==> src/rtl/cmplx_mixer_pkg.sv <==
// rtl/cmplx_mixer_pkg.sv - shared types, product schedule and rounding constant for the complex mixer
package cmplx_mixer_pkg;

    typedef enum logic [1:0] {S_IDLE, S_MUL, S_RND, S_OUT} state_t;

    // Partial-product identifiers: a=in_i, b=in_q, c=lo_i, d=lo_q.
    localparam logic [1:0] P_AC = 2'd0;
    localparam logic [1:0] P_BD = 2'd1;
    localparam logic [1:0] P_AD = 2'd2;
    localparam logic [1:0] P_BC = 2'd3;

    function automatic int nph(input int par);
        return 4 / par;
    endfunction

    // Multiplier k in phase ph computes product ph*PAR+k, giving ac,bd,ad,bc order.
    function automatic logic [1:0] sched_idx(input logic [1:0] ph, input int par, input int k);
        int t;
        t = int'(ph) * par + k;
        return 2'(t);
    endfunction

    function automatic longint rnd_const(input int dsz);
        return longint'(1) << (dsz - 2);
    endfunction

endpackage

==> src/rtl/cmplx_mixer_sat.sv <==
// rtl/cmplx_mixer_sat.sv - signed saturator from ISZ to OSZ bits with overflow flag
module cmplx_mixer_sat #(
    parameter int ISZ = 18,
    parameter int OSZ = 16
) (
    input  logic signed [ISZ-1:0] i_data,
    output logic signed [OSZ-1:0] o_data,
    output logic                  o_ovf
);

    logic [ISZ-OSZ:0] w_top;

    // The value fits only when all bits from the output sign bit upward agree.
    assign w_top  = i_data[ISZ-1:OSZ-1];
    assign o_ovf  = !((&w_top) || !(|w_top));
    assign o_data = !o_ovf ? i_data[OSZ-1:0]
                  : (i_data[ISZ-1] ? {1'b1, {(OSZ-1){1'b0}}} : {1'b0, {(OSZ-1){1'b1}}});

endmodule

==> src/rtl/cmplx_mixer_seq.sv <==
// rtl/cmplx_mixer_seq.sv - sequential complex mixer sharing PAR multipliers over NPH phases
module cmplx_mixer_seq
    import cmplx_mixer_pkg::*;
#(
    parameter int DSZ = 16,
    parameter int PAR = 1
) (
    input  logic                  i_clk,
    input  logic                  i_rst_n,
    input  logic                  i_in_valid,
    output logic                  o_in_ready,
    input  logic signed [DSZ-1:0] i_in_i,
    input  logic signed [DSZ-1:0] i_in_q,
    input  logic signed [DSZ-1:0] i_lo_i,
    input  logic signed [DSZ-1:0] i_lo_q,
    input  logic                  i_conj,
    output logic                  o_out_valid,
    input  logic                  i_out_ready,
    output logic signed [DSZ-1:0] o_out_i,
    output logic signed [DSZ-1:0] o_out_q,
    output logic                  o_sat_flag,
    input  logic                  i_sat_clr
);

    localparam int NPH = nph(PAR);
    localparam int PW  = 2 * DSZ;
    localparam int AW  = 2 * DSZ + 1;
    localparam logic signed [AW-1:0] RND_K = AW'(rnd_const(DSZ));

    state_t                r_state;
    logic [1:0]            r_phase;
    logic signed [DSZ-1:0] r_a, r_b, r_c, r_d;
    logic                  r_conj;
    logic signed [AW-1:0]  r_acc_i, r_acc_q;

    logic signed [AW-1:0]  w_term [PAR];
    logic                  w_to_i [PAR];
    logic signed [AW-1:0]  w_sum_i, w_sum_q;
    logic signed [AW-1:0]  w_rsum_i, w_rsum_q;
    logic signed [DSZ-1:0] w_sat_i, w_sat_q;
    logic                  w_ovf_i, w_ovf_q;
    logic                  w_unused_lsb;

    for (genvar k = 0; k < PAR; k++) begin : g_mul
        logic [1:0]            w_idx;
        logic signed [DSZ-1:0] w_x, w_y;
        logic signed [PW-1:0]  w_p;
        logic                  w_neg;

        assign w_idx     = sched_idx(r_phase, PAR, k);
        assign w_x       = (w_idx == P_AC || w_idx == P_AD) ? r_a : r_b;
        assign w_y       = (w_idx == P_AC || w_idx == P_BC) ? r_c : r_d;
        assign w_p       = w_x * w_y;
        assign w_to_i[k] = (w_idx == P_AC || w_idx == P_BD);
        // Conjugation only flips which cross term is subtracted.
        assign w_neg     = (w_idx == P_BD && !r_conj) || (w_idx == P_AD && r_conj);
        assign w_term[k] = w_neg ? -AW'(w_p) : AW'(w_p);
    end

    always_comb begin
        w_sum_i = '0;
        w_sum_q = '0;
        for (int k = 0; k < PAR; k++) begin
            if (w_to_i[k]) w_sum_i = w_sum_i + w_term[k];
            else           w_sum_q = w_sum_q + w_term[k];
        end
    end

    assign w_rsum_i     = r_acc_i + RND_K;
    assign w_rsum_q     = r_acc_q + RND_K;
    assign w_unused_lsb = ^{w_rsum_i[DSZ-2:0], w_rsum_q[DSZ-2:0]};

    cmplx_mixer_sat #(.ISZ(DSZ + 2), .OSZ(DSZ)) u_sat_i (
        .i_data (w_rsum_i[AW-1:DSZ-1]),
        .o_data (w_sat_i),
        .o_ovf  (w_ovf_i)
    );

    cmplx_mixer_sat #(.ISZ(DSZ + 2), .OSZ(DSZ)) u_sat_q (
        .i_data (w_rsum_q[AW-1:DSZ-1]),
        .o_data (w_sat_q),
        .o_ovf  (w_ovf_q)
    );

    assign o_in_ready = i_rst_n && ((r_state == S_IDLE) || (r_state == S_OUT && i_out_ready));

    always_ff @(posedge i_clk or negedge i_rst_n) begin
        if (!i_rst_n) begin
            r_state     <= S_IDLE;
            r_phase     <= '0;
            r_a         <= '0;
            r_b         <= '0;
            r_c         <= '0;
            r_d         <= '0;
            r_conj      <= 1'b0;
            r_acc_i     <= '0;
            r_acc_q     <= '0;
            o_out_valid <= 1'b0;
            o_out_i     <= '0;
            o_out_q     <= '0;
            o_sat_flag  <= 1'b0;
        end else begin
            if (i_sat_clr)                                      o_sat_flag <= 1'b0;
            else if (r_state == S_RND && (w_ovf_i || w_ovf_q)) o_sat_flag <= 1'b1;

            case (r_state)
                S_IDLE: begin
                    if (i_in_valid) begin
                        r_state <= S_MUL;
                        r_phase <= '0;
                        r_a     <= i_in_i;
                        r_b     <= i_in_q;
                        r_c     <= i_lo_i;
                        r_d     <= i_lo_q;
                        r_conj  <= i_conj;
                        r_acc_i <= '0;
                        r_acc_q <= '0;
                    end
                end
                S_MUL: begin
                    r_acc_i <= r_acc_i + w_sum_i;
                    r_acc_q <= r_acc_q + w_sum_q;
                    if (r_phase == 2'(NPH - 1)) r_state <= S_RND;
                    else                        r_phase <= r_phase + 2'd1;
                end
                S_RND: begin
                    o_out_i     <= w_sat_i;
                    o_out_q     <= w_sat_q;
                    o_out_valid <= 1'b1;
                    r_state     <= S_OUT;
                end
                S_OUT: begin
                    if (i_out_ready) begin
                        o_out_valid <= 1'b0;
                        if (i_in_valid) begin
                            r_state <= S_MUL;
                            r_phase <= '0;
                            r_a     <= i_in_i;
                            r_b     <= i_in_q;
                            r_c     <= i_lo_i;
                            r_d     <= i_lo_q;
                            r_conj  <= i_conj;
                            r_acc_i <= '0;
                            r_acc_q <= '0;
                        end else begin
                            r_state <= S_IDLE;
                        end
                    end
                end
                default: r_state <= S_IDLE;
            endcase
        end
    end

endmodule

==> config.mk <==
export PLATFORM = sky130hd
export DESIGN_NAME = cmplx_mixer_seq
export DESIGN_NICKNAME = d
export VERILOG_FILES = /design/src/rtl/cmplx_mixer_pkg.sv /design/src/rtl/cmplx_mixer_sat.sv /design/src/rtl/cmplx_mixer_seq.sv
export SDC_FILE = /design/constraint.sdc
export NUM_CORES = 1
export LEC_CHECK = 0
export BUFFER_PORTS_ARGS = -buffer_cell sky130_fd_sc_hd__buf_2
export CAP_MARGIN = 25
export CORE_MARGIN = 5
export CORE_UTILIZATION = 60
export CTS_CLUSTER_SIZE = 12
export DETAILED_ROUTE_END_ITERATION = 8
export PLACE_DENSITY = 0.85
export REMOVE_ABC_BUFFERS = 1
export SETUP_SLACK_MARGIN = 0.05
export SLEW_MARGIN = 20
export SYNTH_ARGS = -nofsm -noshare
export SYNTH_HDL_FRONTEND = slang
export SYNTH_SLANG_ARGS = --single-unit
==> constraint.sdc <==
create_clock -name i_clk -period 13.6 [get_ports i_clk]
set_clock_uncertainty 0.2 [all_clocks]
set_input_delay 2.72 -clock i_clk [delete_from_list [all_inputs] [get_ports i_clk]]
set_output_delay 2.72 -clock i_clk [all_outputs]
set_load 0.05 [all_outputs]
[Word-level counts from Yosys, hierarchy flattened]
Cells that the tools add are included.
Operators by class
  multipliers: 1
  divide/modulo/power cells: 0
  bitwise operators: 0
  equality and inequality tests: 10
  $add $sub $neg: 6
  mux-type cells: 43
  reduce and logical (&&, ||, !) cells: 33
  shift-type cells: 0
  $lt $le $gt $ge: 0
Operator list (number)
  2-to-1 mux 33 bit: 7
  2-to-1 mux 16 bit: 14
  case mux 33 bit (3 select lines): 2
  case mux 16 bit (2 select lines): 4
  adder 33 x 16 -> 33 bit (second input constant): 2
  adder 33 bit: 2
  negator 32 -> 33 bit: 1
  multiplier 16 x 16 -> 32 bit: 1
  2-to-1 mux 2 bit: 6
  AND reduction 3 bit: 4
  equality test 2 bit (second input constant): 4
  logical OR 1 bit: 8
  != test 2 bit (second input constant): 4
  case mux 2 bit (4 select lines): 1
  2-to-1 mux 1 bit: 6
  case mux 2 bit (3 select lines): 1
  AND reduction 2 bit: 3
  nonzero test 2 bit: 3
  OR reduction 3 bit: 2
  logical AND 1 bit: 5
  logical NOT 1 bit: 5
  equality test 2 x 1 -> 1 bit (second input constant): 2
  logical NOT 2 bit: 2
  case mux 1 bit (2 select lines): 2
  2 further kinds: 2
Storage, ports and cells
  bits in read-only memories: 0
  memory bits (writable): 0
  memories: 0
  output and inout port bits: 35
  register bits after elaboration: 169
  latch bits: 0
  logic and storage cells: 106

[Longest topological paths before layout]
  depth in word-level cells: 9
  mapped depth: 43
  mapped depth without buffers: 41

[Cells and area by module]
A second synthesis with hierarchy kept.
Unflattened totals
  cell total of the unflattened synthesis: 2492
  area total of the unflattened synthesis: 22683.0 um^2
By module, submodules not included
  cmplx_mixer_seq: area each 21802.2 um^2, cells an instance 2378, sequential area each 4229.1 um^2, instances 1
  cmplx_mixer_sat: area each 440.4 um^2, cells an instance 57, sequential area each 0.0 um^2, instances 2

[Worst setup path before layout]
OpenSTA, ideal clock, no wires.
  path type: register to register
  start: register r_phase[0]
  end: register r_acc_i[32]
  period minus slack after synthesis: 11171 ps
  cell stages (with the launch flop): 40
  setup slack: 2429 ps
  path buffers: 2
  arrival time: 10847 ps
  cells stage by stage: dfrtp_1 > inv_1 > ha_1 > nor2_1 > clkbuf_1 > buf_1 > mux2i_1 > nor2_1 > fa_1 > inv_1 > fa_1 > fa_1 > fa_1 > inv_1 > fa_1 > fa_1 > ha_1 > nand4_1 > (+4 left out) > or4b_4 > or3_1 > o41a_1 > a21oi_1 > xor2_1 > nor2_1 > ha_1 > a21o_1 > a21o_1 > a21oi_1 > and3_1 > a21oi_1 > and4_1 > nor4_1 > o311a_1 > o31ai_1 > mux2i_1 > a21oi_1
Between the ends
  word-level cells in the longest chain between the ends: 9
  elaborated cells on any way between the ends: 18
RTL lines
  start, declared: line cmplx_mixer_seq.sv:31  | logic [1:0] r_phase;
  start signal, assigned: line cmplx_mixer_seq.sv:124  | else r_phase <= r_phase + 2'd1;
  equality test 2 bit (tied with other cells): line cmplx_mixer_seq.sv:51, cmplx_mixer_seq.sv:56
  logical OR 1 bit, on equally long branches: line cmplx_mixer_seq.sv:51, cmplx_mixer_seq.sv:52
  2-to-1 mux 16 bit, on equally long branches: line cmplx_mixer_seq.sv:51, cmplx_mixer_seq.sv:52
  multiplier 16 x 16 -> 32 bit: line cmplx_mixer_seq.sv:53  | assign w_p = w_x * w_y;
  negator 32 -> 33 bit: line cmplx_mixer_seq.sv:57  | assign w_term[k] = w_neg ? -AW'(w_p) : AW'(w_p);
  2-to-1 mux 33 bit: line cmplx_mixer_seq.sv:57
  2-to-1 mux 33 bit *: line cmplx_mixer_seq.sv:64  | if (w_to_i[k]) w_sum_i = w_sum_i + w_term[k];
  adder 33 bit *: line cmplx_mixer_seq.sv:121  | r_acc_i <= r_acc_i + w_sum_i;
  case mux 33 bit (3 select lines) *: line cmplx_mixer_seq.sv:106  | case (r_state)
  end signal, assigned: line cmplx_mixer_seq.sv:121
  end, declared: line cmplx_mixer_seq.sv:34  | logic signed [AW-1:0] r_acc_i, r_acc_q;
Every way passes the cells marked *; elsewhere a longest branch is shown, timed or not.
A chain may end at the register's enable or synchronous reset.

[Worst setup path after layout]
  start: register r_phase[0]
  end: register r_acc_q[32]
Between the ends
  word-level cells in the longest chain between the ends: 9
  elaborated cells on any way between the ends: 18
RTL lines
  equality test 2 bit (tied with other cells): line cmplx_mixer_seq.sv:51, cmplx_mixer_seq.sv:56
  logical OR 1 bit, on equally long branches: line cmplx_mixer_seq.sv:51, cmplx_mixer_seq.sv:52
  2-to-1 mux 16 bit, on equally long branches: line cmplx_mixer_seq.sv:51, cmplx_mixer_seq.sv:52
  multiplier 16 x 16 -> 32 bit: line cmplx_mixer_seq.sv:53
  negator 32 -> 33 bit: line cmplx_mixer_seq.sv:57
  2-to-1 mux 33 bit: line cmplx_mixer_seq.sv:57
  2-to-1 mux 33 bit *: line cmplx_mixer_seq.sv:64
  adder 33 bit *: line cmplx_mixer_seq.sv:122  | r_acc_q <= r_acc_q + w_sum_q;
  case mux 33 bit (3 select lines) *: line cmplx_mixer_seq.sv:106
  end signal, assigned: line cmplx_mixer_seq.sv:122
  end, declared: line cmplx_mixer_seq.sv:34
Marks and branches as above.

==> qor.txt <==
I/O pins: 105
Horiz. Die Dim: 201 µm
Startpoint Class: flop
Row cnt: 69
Endpoints failing setup: 0
Synthesis-to-finish area growth: 7.74%
DRC viols: 0
CP max stage delay: 0.75 ns
Status: finished, final reports clean
Worst rel slew slack: 0.253
Fin Hold WS: 0.272 ns
Count of cells along the worst hold path: 1
Sequential cell area fraction in the yosys report: 0.194
Die ar.: 40300 µm²
Synthesis-stage register bit count: 169
DP Cell Count: 2946
Final net count: 2999
Latest clock arrival within the worst-skew pair: 0.46 ns
Critical path endpoint category: flop
First-pass GRT wire length: 95200 µm
Critical Path RT: 13.74 ns
Core area: 35700 µm²
Diode count: 0
Final ANT Viol Nets: 0
Most common cell in the netlist: inv_1
Number of I/O port buffers: 104
Cell taking the most area after synthesis: fa_1
R2R Setup Slk: 1.51 ns
Finished Layout Cells: 2981
Bufs and invs on worst path: 4
Crit path top cell by count: fa_1
Synth top area cells: fa_1 (24%), dfrtp_1 (19%), ha_1 (9.1%)
Final core occ: 0.658
Hold_sp: o_out_q[7]
Clk sinks: 169
Hold Buf Count CTS: 0
Detailed Place HPWL: 47000 µm
Gate Count Post-Synth: 2431
Setup crit start: r_phase[0]
CTS max path bufs: 2
Primary FF master, synth: dfrtp_1
Initial Util: 0.610
Initial antenna violation count: 0
Routability cong.: 0.966
Initial DRC count: 1448
Worst r2r path cells: 36
Max Clk Rate: 82.7 MHz
Hold EP: o_out_q[7]
Routed vias: 17900
Syn. warnings: 0
RR Endpoint: r_acc_q[32]
EDFF count, synth: 0
CTS H-tree lvls: 4
Unrepaired setup endpoints after global routing: false
Vias in the first global route: 18700
Total gr overflow: 0
Fin. max-slew vios: 0
RR Startpoint: r_phase[0]
Top delay family on crit path: adder cells
Post-synth top cells: inv_1 (329), nor2_1 (288), fa_1 (264)
Post-CTS setup buffers: 0
DR vias/cell: 6.01
Sum Neg Setup Slack: 0 ns
Post-synthesis instance area: 21800 µm²
Root Driver: clkbuf_16
GRT Overall Usage: 0.289
Layout cell share with drive strength beyond 1: 0.114
Period utilization: 0.889
Mapped Avg Cell Area: 8.97 µm²
Number of CTS-inserted buffers: 17
CP Class: reg -> reg
Routed wire length: 58300 µm
Worst path slowest cell: o41ai_1
Max-cap violations: 0
CTS clk-pin slew, worst paths: 0.08 ns
Die H: 201 µm
Hold Crit Class: reg -> reg
Top-area cell type share of the netlist area: 0.242
Worst slew pin tran: 1.09 ns
DR WL/cell: 19.6 µm
Largest net degree at the start of global routing: 67
Pre-antenna DRT Iters: 6
Worst path arrival time: 12.22 ns
Crit-path max FO: 21
Endpoints failing hold: 0
Post-CTS Resized: 0
Minimum clock period: 12.09 ns
WP depth: 36
Synth cell types: 77
FFs w/ async S/R, synth: 1.00
CTS tree: done
-- logic make-up after synthesis --
logic type | synth area share
buffers and inverters | 0.0706
flip-flops | 0.194
adder cells (fa/ha/maj) | 0.333
multiplexers | 0.0645
AND/OR/NAND/NOR | 0.142
XOR/XNOR | 0.0583
AO/OA/AOI/OAI | 0.138
-- worst max path at each step --
stage	to	slack, ns
after CTS	r_acc_q[32]	1.60
after global placement	r_acc_q[32]	2.04
after floorplan	r_acc_i[32]	1.74
after detailed placement	r_acc_q[32]	1.61
final	r_acc_q[32]	1.51
after global routing	r_acc_q[32]	0.84
-- state kept, by name (all words and copies together) (netlist names) --
signal / cells
r_b: 16
r_conj: 1
r_acc_q: 33
r_c: 16
o_out_i: 16
r_acc_i: 33
r_state: 2
r_phase: 2
r_a: 16
o_out_q: 16
o_sat_flag: 1
o_out_valid: 1
r_d: 16
-- cells in the final DEF, fill, tap and decap left out, types with 80 or more instances in the layout --
master and instances:
o21ai_0 103, ha_1 157, mux2_2 92, dfrtp_1 169, fa_1 264, xnor2_1 80
nand2_1 242, a21oi_1 90, nor2_1 286, inv_1 329, buf_2 103
-- per-layer routing --
metal / part of all wire / wire (µm) / vias up / global-route usage
li1: - / - / 8197 / -
met1: 0.40 / 23400 / 8854 / 0.368
met2: 0.50 / 29300 / 730 / 0.510
met3: 0.062 / 3620 / 145 / 0.0426
met4: 0.034 / 1990 / 0 / 0.0941
met5: 0 / 0 / - / 0
-- metrics by stage --
| stage | setup WS, ns | cell area, µm² |
|---|---|---|
| floorplan | 1.74 | 21500 |
| global placement | 2.04 | 22900 |
| detailed placement | 1.61 | 22900 |
| CTS | 1.60 | 23500 |
| global route | 0.837 | 23500 |
| finish | 1.51 | 23500 |
-- final cells by class --
class	instances	area [µm²]
clock buffer	18	439
timing repair buffer	135	756
sequential	169	4230
tap	461	577
inverter	330	1240
fill	2882	12200
clock inverter	14	179
multi-input combinational	1854	16100
Power is not shown: default switching activity piles up to over one toggle a cycle in this logic, so the estimate is an artifact.
